[src/rtl/lsu_stb_cnt_ctl.sv]
// Per-thread store-buffer occupancy tracker for one core (4 threads).
// Tracks enqueue/dequeue of stores per thread and keeps the RAM write/read
// pointers and the occupancy counts. These feed IFU thread switching and
// the store-buffer overflow checker.
//
// Ports:
//   clk, reset                       core clock; async active-high reset
//   stb_enq_vld, stb_enq_tid         one store enqueue per cycle, tagged by thread
//   stb_deq_vld[3:0]                 per-thread dequeue (PCX ack)
//   stb_flush[3:0]                   per-thread flush, wins over enq/deq
//   lsu_ifu_stbcnt0..3               per-thread occupancy, 0..DEPTH
//   stb_wptr0..3, stb_rptr0..3       per-thread RAM write/read pointers
//   stb_full, stb_empty              per-thread count==DEPTH / count==0
//   stb_ctl_reset0..3                flush registered, high one cycle
//   stb_ovfl_err, stb_udfl_err       sticky enqueue-on-full / dequeue-on-empty
module lsu_stb_cnt_ctl #(
    parameter int unsigned DEPTH = 8,
    parameter int unsigned CNTW  = 4,
    parameter int unsigned PTRW  = 3
) (
    input  logic            clk,
    input  logic            reset,
    input  logic            stb_enq_vld,
    input  logic [1:0]      stb_enq_tid,
    input  logic [3:0]      stb_deq_vld,
    input  logic [3:0]      stb_flush,
    output logic [CNTW-1:0] lsu_ifu_stbcnt0,
    output logic [CNTW-1:0] lsu_ifu_stbcnt1,
    output logic [CNTW-1:0] lsu_ifu_stbcnt2,
    output logic [CNTW-1:0] lsu_ifu_stbcnt3,
    output logic [PTRW-1:0] stb_wptr0,
    output logic [PTRW-1:0] stb_wptr1,
    output logic [PTRW-1:0] stb_wptr2,
    output logic [PTRW-1:0] stb_wptr3,
    output logic [PTRW-1:0] stb_rptr0,
    output logic [PTRW-1:0] stb_rptr1,
    output logic [PTRW-1:0] stb_rptr2,
    output logic [PTRW-1:0] stb_rptr3,
    output logic [3:0]      stb_full,
    output logic [3:0]      stb_empty,
    output logic            stb_ctl_reset0,
    output logic            stb_ctl_reset1,
    output logic            stb_ctl_reset2,
    output logic            stb_ctl_reset3,
    output logic [3:0]      stb_ovfl_err,
    output logic [3:0]      stb_udfl_err
);

    localparam int unsigned NT = 4;

    logic [CNTW-1:0] cnt_q  [NT];
    logic [CNTW-1:0] cnt_d  [NT];
    logic [PTRW-1:0] wptr_q [NT];
    logic [PTRW-1:0] wptr_d [NT];
    logic [PTRW-1:0] rptr_q [NT];
    logic [PTRW-1:0] rptr_d [NT];
    logic [NT-1:0]   full_q, full_d;
    logic [NT-1:0]   empty_q, empty_d;
    logic [NT-1:0]   crst_q;
    logic [NT-1:0]   ovfl_q, ovfl_d;
    logic [NT-1:0]   udfl_q, udfl_d;
    logic [NT-1:0]   enq_c;
    logic [NT-1:0]   deq_c;

    // Per-thread enqueue/dequeue strobes.
    always_comb begin
        enq_c = '0;
        for (int t = 0; t < NT; t++) begin
            enq_c[t] = stb_enq_vld && (stb_enq_tid == 2'(t));
        end
        deq_c = stb_deq_vld;
    end

    // Next-state for counts, pointers and sticky errors; flush wins.
    always_comb begin
        ovfl_d = ovfl_q;
        udfl_d = udfl_q;
        full_d = '0;
        empty_d = '0;
        for (int t = 0; t < NT; t++) begin
            cnt_d[t]  = cnt_q[t];
            wptr_d[t] = wptr_q[t];
            rptr_d[t] = rptr_q[t];
            if (stb_flush[t]) begin
                cnt_d[t]  = '0;
                wptr_d[t] = '0;
                rptr_d[t] = '0;
            end else if (enq_c[t] && deq_c[t]) begin
                if (cnt_q[t] == '0) begin
                    // Nothing to dequeue yet: only the enqueue takes effect.
                    cnt_d[t]  = CNTW'(1);
                    wptr_d[t] = wptr_q[t] + PTRW'(1);
                    udfl_d[t] = 1'b1;
                end else begin
                    // Also covers full: the dequeue frees the slot the enqueue uses.
                    wptr_d[t] = wptr_q[t] + PTRW'(1);
                    rptr_d[t] = rptr_q[t] + PTRW'(1);
                end
            end else if (enq_c[t]) begin
                if (cnt_q[t] == CNTW'(DEPTH)) begin
                    ovfl_d[t] = 1'b1;
                end else begin
                    cnt_d[t]  = cnt_q[t] + CNTW'(1);
                    wptr_d[t] = wptr_q[t] + PTRW'(1);
                end
            end else if (deq_c[t]) begin
                if (cnt_q[t] == '0) begin
                    udfl_d[t] = 1'b1;
                end else begin
                    cnt_d[t]  = cnt_q[t] - CNTW'(1);
                    rptr_d[t] = rptr_q[t] + PTRW'(1);
                end
            end
            full_d[t]  = (cnt_d[t] == CNTW'(DEPTH));
            empty_d[t] = (cnt_d[t] == '0);
        end
    end

    // State registers.
    always_ff @(posedge clk or posedge reset) begin
        if (reset) begin
            for (int t = 0; t < NT; t++) begin
                cnt_q[t]  <= '0;
                wptr_q[t] <= '0;
                rptr_q[t] <= '0;
            end
            full_q  <= '0;
            empty_q <= '1;
            crst_q  <= '0;
            ovfl_q  <= '0;
            udfl_q  <= '0;
        end else begin
            for (int t = 0; t < NT; t++) begin
                cnt_q[t]  <= cnt_d[t];
                wptr_q[t] <= wptr_d[t];
                rptr_q[t] <= rptr_d[t];
            end
            full_q  <= full_d;
            empty_q <= empty_d;
            crst_q  <= stb_flush;
            ovfl_q  <= ovfl_d;
            udfl_q  <= udfl_d;
        end
    end

    assign lsu_ifu_stbcnt0 = cnt_q[0];
    assign lsu_ifu_stbcnt1 = cnt_q[1];
    assign lsu_ifu_stbcnt2 = cnt_q[2];
    assign lsu_ifu_stbcnt3 = cnt_q[3];
    assign stb_wptr0       = wptr_q[0];
    assign stb_wptr1       = wptr_q[1];
    assign stb_wptr2       = wptr_q[2];
    assign stb_wptr3       = wptr_q[3];
    assign stb_rptr0       = rptr_q[0];
    assign stb_rptr1       = rptr_q[1];
    assign stb_rptr2       = rptr_q[2];
    assign stb_rptr3       = rptr_q[3];
    assign stb_full        = full_q;
    assign stb_empty       = empty_q;
    assign stb_ctl_reset0  = crst_q[0];
    assign stb_ctl_reset1  = crst_q[1];
    assign stb_ctl_reset2  = crst_q[2];
    assign stb_ctl_reset3  = crst_q[3];
    assign stb_ovfl_err    = ovfl_q;
    assign stb_udfl_err    = udfl_q;

endmodule
[config.mk]
export PLATFORM = sky130hd
export DESIGN_NAME = lsu_stb_cnt_ctl
export DESIGN_NICKNAME = d
export VERILOG_FILES = /design/src/rtl/lsu_stb_cnt_ctl.sv
export SDC_FILE = /design/constraint.sdc
export NUM_CORES = 1
export LEC_CHECK = 0
export CORE_MARGIN = 4
export CORE_UTILIZATION = 47
export CTS_CLUSTER_SIZE = 20
export DETAILED_ROUTE_END_ITERATION = 6
export PLACE_DENSITY = 0.82
export SETUP_SLACK_MARGIN = 0.02
export SKIP_CTS_REPAIR_TIMING = 1
export SYNTH_ARGS = -nofsm -noshare
export SYNTH_HDL_FRONTEND = slang
export SYNTH_SLANG_ARGS = --single-unit
[constraint.sdc]
create_clock -name clk -period 6.7 [get_ports clk]
set_clock_uncertainty 0.15 [all_clocks]
set_input_delay 1.005 -clock clk [delete_from_list [all_inputs] [get_ports clk]]
set_output_delay 1.005 -clock clk [all_outputs]
set_load 0.02 [all_outputs]
==> reports/results.ini <==
[synthesis]
synthDominantCellAreaShare_pct = 40.95
syn-cell-area_um2 = 3422
async_reset_ff_share_pct = 100.0
ys_seq_area_share_pct = 44.02
synthMostInstantiatedCell = dfrtp_1
synth_flop_cell = dfrtp_1
ys_warn_count = 0
synth_nets = 381
synthTopCellsByCount = dfrtp_1, nor2_1, nand2_1
netlist_instances = 348
synth-edff-count = 0
synth_cell_types = 58
ys_seq_elements = 60
yosys-top-cells-area = dfrtp_1, ha_1, mux2i_1, nor2_1, dfstp_2
yosysTopAreaCell = dfrtp_1
syn_area_per_cell_um2 = 9.833

[route]
viasPerCell = 5.510
drc = 0
wl_per_cell_um = 14.65
first_pass_iters = 4
drtIter0Drc = 82
vias = 2821
antenna_left = 0
wl_mm = 7.503

[setup_path]
endpoint_kind = register
cpMaxStageDelayCell = clkdlybuf4s50_1
crit_arrival_ps = 3310
critPathBufInv = 1
max_stage_delay_ps = 660
path_delay_family = simple AND/OR/NAND/NOR gates
crit_path_max_fanout = 10
cp_cell_sequence = clkdlybuf4s50_1 -> or3b_1 -> or4_4 -> or2_4 -> a31oi_4 -> and2_1
start_kind = input pin
path_class = in -> reg
worstPathRequired_ps = 6820

[clock_tree]
cts_buffer_depth = 2
htree_levels = 3
cts.sinks = 60
cts_buffers = 9
cts_tree = done
clk-insertion-delay-late_ps = 330
root_buffer = clkbuf_8
path_clk_slew_ps = 60

[worst_hold_path]
hold_class = reg -> reg

[sta]
setup-violations-final = 0
period_needed_ps = 3188
finalMaxSlewViolations = 0
fmax_ghz = 0.3136
period_share_pct = 47.59
relSlewSlack_pct = 50.95
setup_tns_ps = 0
rsz0062_at_grt = no
tightestPinTransition_ps = 735.7
hold_violations = 0

[placement]
dpl_cell_area_um2 = 4168
io_buffers = 72
dpl.cell_count = 497
hpwl_mm = 5.272
gp_congestion = 0.8649

[grt]
grt_max_degree = 61
antenna_found_initial = 0
gr-total-overflow = 0
grt_util_all_layers_pct = 17.86
grt_pass1_vias = 2774
grt_pass1_wl_mm = 12.59

[power_and_ir_drop]
totalPowerFinal_w = 0.001235
p_leak_nw = 1.880
vdd_drop_max_mv = 0.1505
p_per_area_nw_per_um2 = 284.7

[floorplanning]
dieHeight_um = 93.33
dieArea_um2 = 8710
fp-row-count = 30
io_pins = 73
initial_core_util_pct = 49.28
core-area_um2 = 6944
die_x_um = 93.33

[layout]
fin_util_pct = 62.45
antenna_cells = 0
nets = 445
final_cells = 512
fin_area_um2 = 4337
drive_above_1_share_pct = 9.135
area.growth.synth_to_final_pct = 26.73
fillers = 596

[outcome]
status = finished, final reports clean

[job]
max-cap-violations = 0

[layout make-up]
cell class	count	area [um2]	share of cell area, %
clock inverters	2	10.01	0.2308
flip-flops and latches	60	1506	34.74
multi-input cells	245	1727	39.82
repair buffers	73	728.2	16.79
inverters	23	86.33	1.991
well taps	96	120.1	2.770
clock buffers	13	158.9	3.664
[layout by cell type, fill, tap and decap left out, drive strengths merged, types with 4 or more instances in the layout]
| cell type | Yosys | routed |
|---|---|---|
| a31oi | 4 | 4 |
| nand3b | 6 | 6 |
| nand3 | 16 | 16 |
| xnor2 | 8 | 8 |
| clkbuf | 15 | 13 |
| xor2 | 12 | 12 |
| or3 | 4 | 4 |
| a21oi | 10 | 10 |
| nor2 | 29 | 29 |
| dfstp | 4 | 4 |
| a211oi | 11 | 11 |
| nand2 | 28 | 28 |
| dfrtp | 56 | 56 |
| inv | 23 | 23 |
| and2 | 11 | 11 |
| a31o | 7 | 7 |
| nor3b | 6 | 6 |
| ha | 20 | 20 |
| clkdlybuf4s50 | 0 | 72 |
| mux2i | 11 | 11 |
| nor2b | 4 | 4 |
| o21ai | 5 | 5 |
[report_power, final]
part / total [W] / internal (W) / switching (W)
Combinational: 0.000472 / 0.000215 / 0.000257
Sequential: 0.000476 / 0.000420 / 0.0000559
Clock: 0.000287 / 0.000151 / 0.000136
[metrics by stage]
stage / setup WS, ps / hold WS (ps)
after floorplan: 3851 / 421.4
after global placement: 3244 / 311.0
after detailed placement: 3172 / 299.3
after CTS: 3530 / 313.8
after global routing: 3385 / 348.5
final: 3512 / 313.5
[state kept, by name, indices dropped and copies added, names as in the netlist]
| name | cells |
|---|---|
| stb_udfl_err | 4 |
| lsu_ifu_stbcnt2 | 4 |
| stb_rptr1 | 3 |
| stb_empty | 4 |
| stb_wptr1 | 3 |
| stb_wptr3 | 3 |
| stb_wptr2 | 3 |
| stb_rptr0 | 3 |
| crst_q | 4 |
| lsu_ifu_stbcnt0 | 4 |
| lsu_ifu_stbcnt1 | 4 |
| stb_rptr3 | 3 |
| stb_full | 4 |
| stb_rptr2 | 3 |
| stb_wptr0 | 3 |
| stb_ovfl_err | 4 |
| lsu_ifu_stbcnt3 | 4 |
[routing by layer]
layer	track usage, %	vias to the layer above	part of all wire [%]
li1	-	1349	-
met1	21.89	1393	45
met2	30.55	71	50
met3	3.701	8	4.2
met4	7.204	0	1.2
met5	0	-	0
[cells by family after synthesis]
kind of cell / synth area share (%)
buffers and inverters: 5.521
and+or+nand+nor: 22.27
DFF: 44.02
AOI/OAI and AO/OA: 12.54
xor gates and xnor gates: 5.119
muxes: 3.218
adders and majority gates: 7.313
[worst paths after layout]
| kind | slack (ps) | cells after the start | to | from |
|---|---|---|---|---|
| setup / recovery | 3510 | 6 | stb_full[0]$_DFF_PP0_ | stb_enq_vld |
| hold / removal | 310 | 2 | stb_ovfl_err[0]$_DFFE_PP0P_ | stb_ovfl_err[0]$_DFFE_PP0P_ |
| setup reg to reg | 3950 | 10 | stb_full[1]$_DFF_PP0_ | lsu_ifu_stbcnt1[1]$_DFF_PP0_ |
| hold reg to reg | 310 | 2 | stb_ovfl_err[0]$_DFFE_PP0P_ | stb_ovfl_err[0]$_DFFE_PP0P_ |
| max in group asynchronous | 4870 | 3 | stb_udfl_err[3]$_DFFE_PP0P_ | reset |
| min in group asynchronous | 1050 | 3 | crst_q[2]$_DFF_PP0_ | reset |
[worst reg2reg max path: cells and delay by family, from the launching register on]
family,cells,cell delay [ps]
multiplexers,1,80
adder cells (fa/ha/maj),2,540
AO/OA/AOI/OAI,1,110
AND/OR/NAND/NOR,4,930
buffers and inverters,2,350
flip-flops,1,470
(Power assumes the default switching activity.)
